## src/rtl/pcint0_ctrl_pkg.sv

```systemverilog
// Shared GPIO definitions: register addresses and the pin-change warm-up state type.
package pcint0_ctrl_pkg;

    localparam logic [5:0] GPIO_PCIFR_ADDR  = 6'h1B;
    localparam logic [7:0] GPIO_PCICR_ADDR  = 8'h68;
    localparam logic [7:0] GPIO_PCMSK0_ADDR = 8'h6B;

    typedef enum logic {
        ST_WARM = 1'b0,
        ST_RUN  = 1'b1
    } warm_state_t;

    function automatic logic [7:0] bit0_reg(input logic b);
        return {7'b0, b};
    endfunction

endpackage

```

## src/rtl/pcint_sync.sv

```systemverilog
// Pin synchronizer chain plus previous-level register; reports per-pin level changes.
module pcint_sync #(
    parameter int WIDTH       = 8,
    parameter int SYNC_STAGES = 2
) (
    input  logic             clk,
    input  logic             rst,
    input  logic [WIDTH-1:0] din,
    output logic [WIDTH-1:0] change
);

    logic [WIDTH-1:0] sync_q [SYNC_STAGES];
    logic [WIDTH-1:0] sync_d [SYNC_STAGES];
    logic [WIDTH-1:0] pin_prev_q;
    logic [WIDTH-1:0] pin_prev_d;

    always_comb begin
        sync_d[0] = din;
        for (int i = 1; i < SYNC_STAGES; i++) begin
            sync_d[i] = sync_q[i-1];
        end
        pin_prev_d = sync_q[SYNC_STAGES-1];
    end

    always_ff @(posedge clk or posedge rst) begin
        if (rst) begin
            for (int i = 0; i < SYNC_STAGES; i++) begin
                sync_q[i] <= '0;
            end
            pin_prev_q <= '0;
        end else begin
            for (int i = 0; i < SYNC_STAGES; i++) begin
                sync_q[i] <= sync_d[i];
            end
            pin_prev_q <= pin_prev_d;
        end
    end

    assign change = sync_q[SYNC_STAGES-1] ^ pin_prev_q;

endmodule

```

## src/rtl/pcint0_ctrl.sv

```systemverilog
// Port B pin-change interrupt 0: mask, enable and flag registers with bus access and irq.
module pcint0_ctrl
    import pcint0_ctrl_pkg::*;
#(
    parameter logic [5:0] PCIFR_ADDR  = GPIO_PCIFR_ADDR,
    parameter logic [7:0] PCICR_ADDR  = GPIO_PCICR_ADDR,
    parameter logic [7:0] PCMSK_ADDR  = GPIO_PCMSK0_ADDR,
    parameter int         SYNC_STAGES = 2
) (
    input  logic       cp2,
    input  logic       ireset,
    input  logic [5:0] IO_Addr,
    input  logic       iore,
    input  logic       iowe,
    input  logic [7:0] ramadr,
    input  logic       ramre,
    input  logic       ramwe,
    input  logic [7:0] dbus_in,
    output logic [7:0] dbus_out,
    output logic       out_en,
    output logic       ram_out_en,
    input  logic [7:0] DIB,
    output logic [7:0] PCINT,
    output logic       PCIE0,
    output logic       irq,
    input  logic       irq_ack
);

    localparam logic [1:0] WARM_LAST = 2'(SYNC_STAGES);

    logic [7:0]  change;
    logic [7:0]  mask_q, mask_d;
    logic        pcie_q, pcie_d;
    logic        pcif_q, pcif_d;
    logic [1:0]  cnt_q, cnt_d;
    warm_state_t state_q, state_d;

    logic pcifr_wr, pcicr_wr, pcmsk_wr;
    logic pcicr_rd, pcmsk_rd;
    logic pcif_set, pcif_clr;

    pcint_sync #(
        .WIDTH      (8),
        .SYNC_STAGES(SYNC_STAGES)
    ) u_sync (
        .clk   (cp2),
        .rst   (ireset),
        .din   (DIB),
        .change(change)
    );

    assign pcifr_wr = iowe  & (IO_Addr == PCIFR_ADDR);
    assign pcicr_wr = ramwe & (ramadr == PCICR_ADDR);
    assign pcmsk_wr = ramwe & (ramadr == PCMSK_ADDR);
    assign pcicr_rd = ramre & (ramadr == PCICR_ADDR);
    assign pcmsk_rd = ramre & (ramadr == PCMSK_ADDR);

    // Warm-up lets pin_prev catch up with the pins before any change can be flagged.
    always_comb begin
        state_d = state_q;
        cnt_d   = cnt_q;
        case (state_q)
            ST_WARM: begin
                if (cnt_q == WARM_LAST) begin
                    state_d = ST_RUN;
                end else begin
                    cnt_d = cnt_q + 2'd1;
                end
            end
            ST_RUN: begin
                state_d = ST_RUN;
            end
        endcase
    end

    always_comb begin
        mask_d   = pcmsk_wr ? dbus_in : mask_q;
        pcie_d   = pcicr_wr ? dbus_in[0] : pcie_q;
        pcif_set = (state_q == ST_RUN) & (|(change & mask_q));
        pcif_clr = (pcifr_wr & dbus_in[0]) | irq_ack;
        // A new change beats a simultaneous clear so no edge is lost.
        pcif_d   = pcif_set | (pcif_q & ~pcif_clr);
    end

    always_ff @(posedge cp2 or posedge ireset) begin
        if (ireset) begin
            mask_q  <= 8'h00;
            pcie_q  <= 1'b0;
            pcif_q  <= 1'b0;
            cnt_q   <= 2'd0;
            state_q <= ST_WARM;
        end else begin
            mask_q  <= mask_d;
            pcie_q  <= pcie_d;
            pcif_q  <= pcif_d;
            cnt_q   <= cnt_d;
            state_q <= state_d;
        end
    end

    assign out_en     = iore & (IO_Addr == PCIFR_ADDR);
    assign ram_out_en = pcicr_rd | pcmsk_rd;

    always_comb begin
        dbus_out = 8'h00;
        if (out_en) begin
            dbus_out = bit0_reg(pcif_q);
        end else if (pcicr_rd) begin
            dbus_out = bit0_reg(pcie_q);
        end else if (pcmsk_rd) begin
            dbus_out = mask_q;
        end
    end

    assign PCINT = mask_q;
    assign PCIE0 = pcie_q;
    assign irq   = pcif_q & pcie_q;

endmodule

```

## config.mk

```make
export PLATFORM = sky130hd
export DESIGN_NAME = pcint0_ctrl
export DESIGN_NICKNAME = d
export VERILOG_FILES = /design/src/rtl/pcint0_ctrl_pkg.sv /design/src/rtl/pcint_sync.sv /design/src/rtl/pcint0_ctrl.sv
export SDC_FILE = /design/constraint.sdc
export NUM_CORES = 1
export LEC_CHECK = 0
export CELL_PAD_IN_SITES_DETAIL_PLACEMENT = 0
export CELL_PAD_IN_SITES_GLOBAL_PLACEMENT = 2
export CORE_ASPECT_RATIO = 0.8
export CORE_MARGIN = 10
export CORE_UTILIZATION = 29
export DETAILED_ROUTE_END_ITERATION = 10
export HOLD_SLACK_MARGIN = 0.02
export PLACE_DENSITY = 0.94
export SYNTH_ARGS = -nofsm -noshare
export SYNTH_HDL_FRONTEND = slang
export SYNTH_SLANG_ARGS = --single-unit
export TNS_END_PERCENT = 30
```

## constraint.sdc

```tcl
create_clock -name cp2 -period 3.23 [get_ports cp2]
set_input_delay 0.4845 -clock cp2 [delete_from_list [all_inputs] [get_ports cp2]]
set_output_delay 0.4845 -clock cp2 [all_outputs]
set_load 0.02 [all_outputs]
```

== Word level (Yosys, flattened, before mapping) ==
Cells that the tools add are included.

* Bits in registers: 37
* Bits in latches: 0
* Memory bits (writable): 0
* Bits in read-only memories: 0
* Input port bits: 37
* Output and inout port bits: 20
* Logic and storage cells: 38
* Memories kept: 0

* Add/subtract/negate cells: 1
* $mul: 0
* Divide/modulo/power cells: 0
* Magnitude comparators: 0
* Equality and inequality tests: 4
* Shift-type cells: 0
* Mux-type cells: 5
* Bitwise gates (word level): 18
* Reduce and logical (&&, ||, !) cells: 2

{| class="wikitable"
|+ Operators with widths
! kind !! count
|-
| $mux W8 || 3
|-
| $eq A8 B7 Y1 const B || 2
|-
| $and A1 B1 Y1 || 10
|-
| $and A8 B8 Y8 || 1
|-
| $reduce_or A8 Y1 || 1
|-
| $xor A8 B8 Y8 || 1
|-
| $eq A6 B5 Y1 const B || 1
|-
| $not A1 Y1 || 3
|-
| $or A1 B1 Y1 || 3
|-
| $add A2 B1 Y2 const B || 1
|-
| $eq A2 B2 Y1 const B || 1
|-
| $pmux W1 S2 || 1
|-
| $reduce_and A2 Y1 || 1
|-
| $mux W1 || 1
|}

== Logic depth before layout (Yosys ltp) ==
Gate-level depths: netlist of the first run.

* Word-level depth: 7
* Depth in mapped cells: 6
* Mapped depth without buffers: 5

== By module ==
Synthesis of the first run repeated with hierarchy kept, for this count alone.

* Cell total of the unflattened synthesis: 99
* Area, all modules: 1413.9 µm²

{| class="wikitable"
|+ Modules (own cells, without submodules)
! module !! times used !! cells an instance !! area each (µm²) !! seq. area each (µm²)
|-
| pcint0_ctrl || 1 || 66 || 739.5 || 325.3
|-
| pcint_sync || 1 || 33 || 674.4 || 600.6
|}

== Worst setup path before layout of the first run ==
OpenSTA, ideal clock, no wires.

* Path type: input -> output
* From: input ramadr[7]
* To: output dbus_out[0]
* Arrival: 1.739 ns
* Required time: 2.745 ns
* Path slack: 1.007 ns
* Cell stages on the path: 3
* Cells stage by stage: nand4bb_1 -> or4_4 -> o31ai_1

* Longest elaborated chain between the ends: 5
* Elaborated cells between the ends (all ways): 7
* Classes of those cells: eq/ne (2); mux (3); bitwise (2)

{| class="wikitable"
|+ RTL lines
! element !! line !! RTL
|-
| from (decl) || pcint0_ctrl.sv:15 || <nowiki>input logic [7:0] ramadr,</nowiki>
|-
| $eq A8 B7 Y1 || pcint0_ctrl.sv:56 || <nowiki>assign pcmsk_rd = ramre & (ramadr == PCMSK_ADDR);</nowiki>
|-
| $and A1 B1 Y1 || pcint0_ctrl.sv:56 ||
|-
| $mux W8 || pcint0_ctrl.sv:110 || <nowiki>end else if (pcmsk_rd) begin</nowiki>
|-
| $mux W8 * || pcint0_ctrl.sv:108 || <nowiki>end else if (pcicr_rd) begin</nowiki>
|-
| $mux W8 * || pcint0_ctrl.sv:106 || <nowiki>if (out_en) begin</nowiki>
|-
| to (decl) || pcint0_ctrl.sv:19 || <nowiki>output logic [7:0] dbus_out,</nowiki>
|}

Every way passes the cells marked *; elsewhere a longest branch is shown, timed or not.

== Worst setup path after layout of the first run ==
* From: input ramadr[7]
* To: output dbus_out[6]

The elaborated chain is that of the path after synthesis.

==> results of run 1 <==
==> worst max-delay path, delay by kind of cell <==
family,cells,cell delay (ns)
simple gates,4,1.13
buf+inv,2,1.00
==> logic make-up (layout without fill, tap and decap cells) <==
| logic type | Yosys count | in the layout | share of synthesized area (%) |
|---|---|---|---|
| AND/OR/NAND/NOR | 25 | 25 | 12.9 |
| AO/OA/AOI/OAI | 9 | 9 | 4.51 |
| buffers and inverters | 7 | 71 | 1.89 |
| multiplexers | 9 | 9 | 7.31 |
| XOR/XNOR | 9 | 9 | 5.69 |
| flip-flops | 37 | 37 | 66.8 |
| adder cells (fa/ha/maj) | 1 | 1 | 0.902 |
==> metal layers <==
metal / GRT usage [%] / routed length [um]
met4: 3.91 / 41
met3: 3.19 / 190
met2: 15.1 / 1790
met5: 0 / 0
met1: 8.94 / 1340
==> power breakdown <==
group	total (uW)	leakage [uW]	internal (uW)	switching, uW
combinational	101	0.000420	63.8	37.5
sequential	503	0.000448	488	15.8
clock	386	0.0000554	231	155
==> through the flow <==
| stage | cell area [um2] | hold WS (ns) | std cells | util, % | worst slack, ns |
|---|---|---|---|---|---|
| after global placement | 2030 | 0.331 | 213 | 44.1 | 0.126 |
| after global routing | 2140 | 0.358 | 221 | 46.5 | 0.0247 |
| after floorplan | 1390 | 0.331 | 97 | - | 1.01 |
| after CTS | 2140 | 0.351 | 221 | 46.5 | 0.0988 |
| final | 2140 | 0.350 | 221 | 46.5 | 0.124 |
| after detailed placement | 2030 | 0.335 | 213 | 44.1 | 0.108 |
==> synth_stat cells <==
cell	instances	share of area (%)
nand4_2	1	0.90
clkbuf_1	1	0.27
a22oi_1	4	2.2
inv_1	6	1.6
nand4bb_1	1	0.81
and3_1	2	0.90
o21ai_0	1	0.36
ha_1	1	0.90
nor4bb_1	1	0.72
mux2_2	9	7.3
a32o_1	1	0.72
xor2_1	8	5.1
dfrtp_1	37	67
nor3_2	1	0.72
and2_1	9	4.1
nand2_1	3	0.81
xnor2_1	1	0.63
a21oi_1	2	0.72
nand4_1	2	0.90
o31ai_1	1	0.54
or4_4	1	0.81
nand3_1	1	0.36
or2_2	1	0.45
nor3_4	1	1.2
nor2_1	1	0.27
==> area by class of cell <==
| type | count | area (um2) | area share [%] |
|---|---|---|---|
| clock inverters | 2 | 38.8 | 1.81 |
| inverters | 6 | 22.5 | 1.05 |
| well taps | 60 | 75.1 | 3.51 |
| clock buffers | 6 | 72.6 | 3.40 |
| multi-input cells | 53 | 434 | 20.3 |
| repair buffers | 57 | 568 | 26.6 |
| flip-flops and latches | 37 | 926 | 43.3 |
==> sequential cells by signal, summed over array words and instances, names as in the netlist <==
name,cells
PCINT,8
cnt_q,2
u_sync.pin_prev_q,8
PCIE0,1
pcif_q,1
u_sync.pin_prev_d,8
state_q,1
u_sync.sync_d,8
==> final timing paths <==
| kind | startpoint | end | slack (ns) | depth (start not counted) |
|---|---|---|---|---|
| setup / recovery | ramadr[7] | dbus_out[6] | 0.12 | 6 |
| hold / removal | u_sync.sync_d[6] | u_sync.pin_prev_d[6] | 0.35 | 0 |
| setup reg to reg | u_sync.pin_prev_d[6] | pcif_q | 2.01 | 4 |
| hold reg to reg | u_sync.sync_d[6] | u_sync.pin_prev_d[6] | 0.35 | 0 |
| max in group asynchronous | ireset | u_sync.pin_prev_q[4] | 2.31 | 3 |
| min in group asynchronous | ireset | u_sync.sync_d[1] | 0.59 | 3 |
==> metrics.cfg, run 1 <==
[logic_synthesis]
synth.net_count = 135
netlist_instances = 97
synth_seq_cells = 37
syn_area_per_cell_um2 = 14.3
ys_warn_count = 0
yosysSeqAreaShare_pct = 66.8
syn_area_um2 = 1390
synth_cell_type_count = 25

[global_routing]
overflow = 0
antenna_found_initial = 0
grt_pass1_wl_um = 5330
grt_use_total_pct = 8.48
grt_max_degree = 38
grt_pass1_vias = 1073

[drt]
num_vias = 950
drtIter0Drc = 38
vias_per_cell = 4.30
drt_pass1_iterations = 4
drc = 0
wl_per_cell_um = 15.2
wl_um = 3370
postRouteAntennaNets = 0

[floorplanning]
die_area_um2 = 7960
initial_core_util_pct = 30.2
pin_count = 57
core_um2 = 4600
die_w_um = 97.3
num_rows = 22
die_h_um = 81.8

[sta]
fin_crit_sh_pct = 96.2
finClkSkew_ns = 0.00473
setup_viol = 0
hold_viol_final = 0
maxSlewViolCount = 0
rsz0062_at_grt = false
worst_pin_slew_ns = 0.449
tns_ns = 0
fmax_ghz = 0.322
relSlewSlack_pct = 70.1
period_needed_ns = 3.11

[placed_design]
portBuffers = 56
gp_congestion = 0.739
dp.final_hpwl_um = 2630

[critical_path]
crit_path_top_delay_cell = clkdlybuf4s50_1
crit_type = in -> out
cp.required_ns = 2.75
endpoint_kind = primary output
cp_cell_sequence = clkdlybuf4s50_1 > nand4bb_1 > or4_4 > nor3_4 > and2_1 > clkdlybuf4s50_1
crit_fanout = 7
startpoint_type = primary input
arrival_ns = 2.62
slowest_delay_ns = 0.61
crit_top_cell = clkdlybuf4s50_1

[clocking]
cts_buffer_depth = 2
cts_tree = done
post_cts.repair.setup_buffers = 0
clk_latency_ns = 0.28
numCtsBuffers = 5
cts_resized = 0
clock-sinks = 37
htreeDepth = 2
cts_hold_buf = 0
path_clk_slew_ns = 0.07
cts-root-buf = clkbuf_8

[cells_and_area]
layout_commonest_cell = clkdlybuf4s50_1
n_antenna_cell = 0
layout.nets = 198
nFillCells = 397
final_cell_mix = clkdlybuf4s50_1, dfrtp_1, and2_1, mux2_2, xor2_1
layout-drive-gt1-share_pct = 13.7
syn_to_final_growth_pct = 54.2

[power]
power.total_uw = 991
peakVddDrop_mv = 0.241
leakage_uw = 0.000923
powerDensity_nw_per_um2 = 464

[min_path]
hold_class = reg -> reg

[run]
maxCapViolations = 0

[run_status]
status = completed

Power figures use the tool's default switching activity.
==> inputs of run 2 (changes only) <==
--- a/config.mk
+++ b/config.mk
@@ -13,6 +13,7 @@
 export DETAILED_ROUTE_END_ITERATION = 10
 export HOLD_SLACK_MARGIN = 0.02
 export PLACE_DENSITY = 0.94
+export SETUP_SLACK_MARGIN = 0.5
 export SYNTH_ARGS = -nofsm -noshare
 export SYNTH_HDL_FRONTEND = slang
 export SYNTH_SLANG_ARGS = --single-unit
==> run 2 against run 1 <==
Final cell count up 0.90%. Sequential cell count is the same. First-iteration DRC count shrank 7.9%. Setup slack better by 0.37 ns. Final area increased by 0.88%. Wire length increased by 1.1%. Combinational power is essentially flat.
==> metrics.cfg, run 2 (synthesis gave the netlist of run 1 again) <==
[sta]
hold_viol_final = 0
worst_pin_slew_ns = 0.439
maxSlewViolCount = 0
tns_ns = 0
period_needed_ns = 2.74
setup_viol = 0
fin_crit_sh_pct = 84.8
relSlewSlack_pct = 70.7
rsz0062_at_grt = true
finClkSkew_ns = 0.00621
fmax_ghz = 0.365

[power]
peakVddDrop_mv = 0.243
leakage_uw = 0.000971
power_switching_uw = 209
intPower_uw = 783
pwr-share-seq_pct = 50.8
swShare_pct = 21.1
powerDensity_nw_per_um2 = 460
pwr-share-comb_pct = 10.3
clkPwrFrac_pct = 39.0

[global_routing]
grt_pass1_wl_um = 5350
grt_max_degree = 38
grt_pass1_vias = 1079
grt_use_total_pct = 8.52
antenna_found_initial = 0
overflow = 0

[cells_and_area]
utilization_pct = 46.9
final_area_um2 = 2160
final_cell_mix = clkdlybuf4s50_1, dfrtp_1, mux2_2, and2_1, xor2_1
layout.nets = 200
nFillCells = 397
n_antenna_cell = 0
syn_to_final_growth_pct = 55.5
layout.cells.non_filler = 223
ff_latch_area_um2 = 926
multiInputGateArea_um2 = 460
layout-drive-gt1-share_pct = 20.9
layout_commonest_cell = clkdlybuf4s50_1

[drt]
vias_per_cell = 4.35
drc = 0
drt_pass1_iterations = 4
drtIter0Drc = 35
postRouteAntennaNets = 0
wl_per_cell_um = 15.3
wl_um = 3400
num_vias = 969

[critical_path]
cp.required_ns = 2.75
arrival_ns = 2.25
rrSetupSlack_ns = 2.01
startpoint_type = primary input
crit_fanout = 5
crit_type = in -> out
endpoint_kind = primary output

[floorplanning]
die_area_um2 = 7960
die_h_um = 81.8
pin_count = 57
die_w_um = 97.3
initial_core_util_pct = 30.2
num_rows = 22
core_um2 = 4600

[clocking]
htreeDepth = 2
numCtsBuffers = 5
cts_tree = done
path_clk_slew_ns = 0.07
cts_buffer_depth = 2
cts_hold_buf = 0
cts-root-buf = clkbuf_8
clk_latency_ns = 0.28
clock-sinks = 37

[placed_design]
portBuffers = 56
dp.final_hpwl_um = 2630
placed_cell_area_um2 = 2030
gp_congestion = 0.739
numPlacedInstances = 213

[run_status]
status = completed

[min_path]
hold_class = reg -> reg

[run]
maxCapViolations = 0

==> run 2: cell types whose count changed in the layout (fill, tap and decap cells not counted), sizes merged <==
cell	before	now
clkdlybuf4s15	0	1
buf	1	8
clkdlybuf4s50	56	43
dlygate4sd2	0	7
==> run 2: metal layers <==
| metal | GRT usage, % | up-vias | routed length (um) |
|---|---|---|---|
| li1 | - | 462 | - |
| met1 | 9.00 | 475 | 1350 |
| met2 | 15.3 | 30 | 1850 |
| met3 | 3.10 | 2 | 182 |
| met4 | 3.91 | 0 | 22 |
| met5 | 0 | - | 0 |
==> run 2: layout make-up <==
class | instances | share of cell area, %
multi-input cells | 53 | 21.4
well taps | 60 | 3.48
inverters | 6 | 1.04
repair buffers | 59 | 26.0
flip-flops and latches | 37 | 42.9
clock inverters | 2 | 1.80
clock buffers | 6 | 3.37
==> run 2: per-stage QoR <==
stage	total power, uW	hold WS, ns	worst slack, ns
finish	992	0.351	0.491
CTS	1010	0.351	0.404
detailed placement	615	0.335	0.108
global route	1030	0.358	0.416
floorplan	545	0.331	1.01
global placement	610	0.331	0.126
==> run 2: worst paths after layout <==
| kind | from | end | cells after the start |
|---|---|---|---|
| min in group asynchronous | ireset | u_sync.sync_d[1] | 3 |
| setup / recovery | ramadr[3] | dbus_out[3] | 7 |
| hold / removal | u_sync.sync_d[6] | u_sync.pin_prev_d[6] | 0 |
| max in group asynchronous | ireset | cnt_q[1] | 3 |
| hold reg to reg | u_sync.sync_d[6] | u_sync.pin_prev_d[6] | 0 |
| setup reg to reg | u_sync.pin_prev_q[3] | pcif_q | 4 |
==> run 2: worst max-delay path: stages <==
cell and delay, ns:
clkdlybuf4s50_1 0.46, inv_1 0.05, or4_4 0.54, nor3_4 0.20
buf_6 0.14, and2_1 0.11, clkdlybuf4s15_2 0.26
==> run 2: timing repair <==
action                     in CTS  in global routing
resized for setup              34                  3
setup endpoints to repair      10                  8
cloned                          0                  0
pin swaps                       3                  1
setup buffers                   2                  0
==> run 2: power by group through the flow <==
stage	registers (uW)	logic (uW)	clock network, uW
final	503	102	386
after global routing	506	110	418
after CTS	504	104	397
after detailed placement	512	102	0
after global placement	511	99.4	0
after floorplan	514	30.3	0
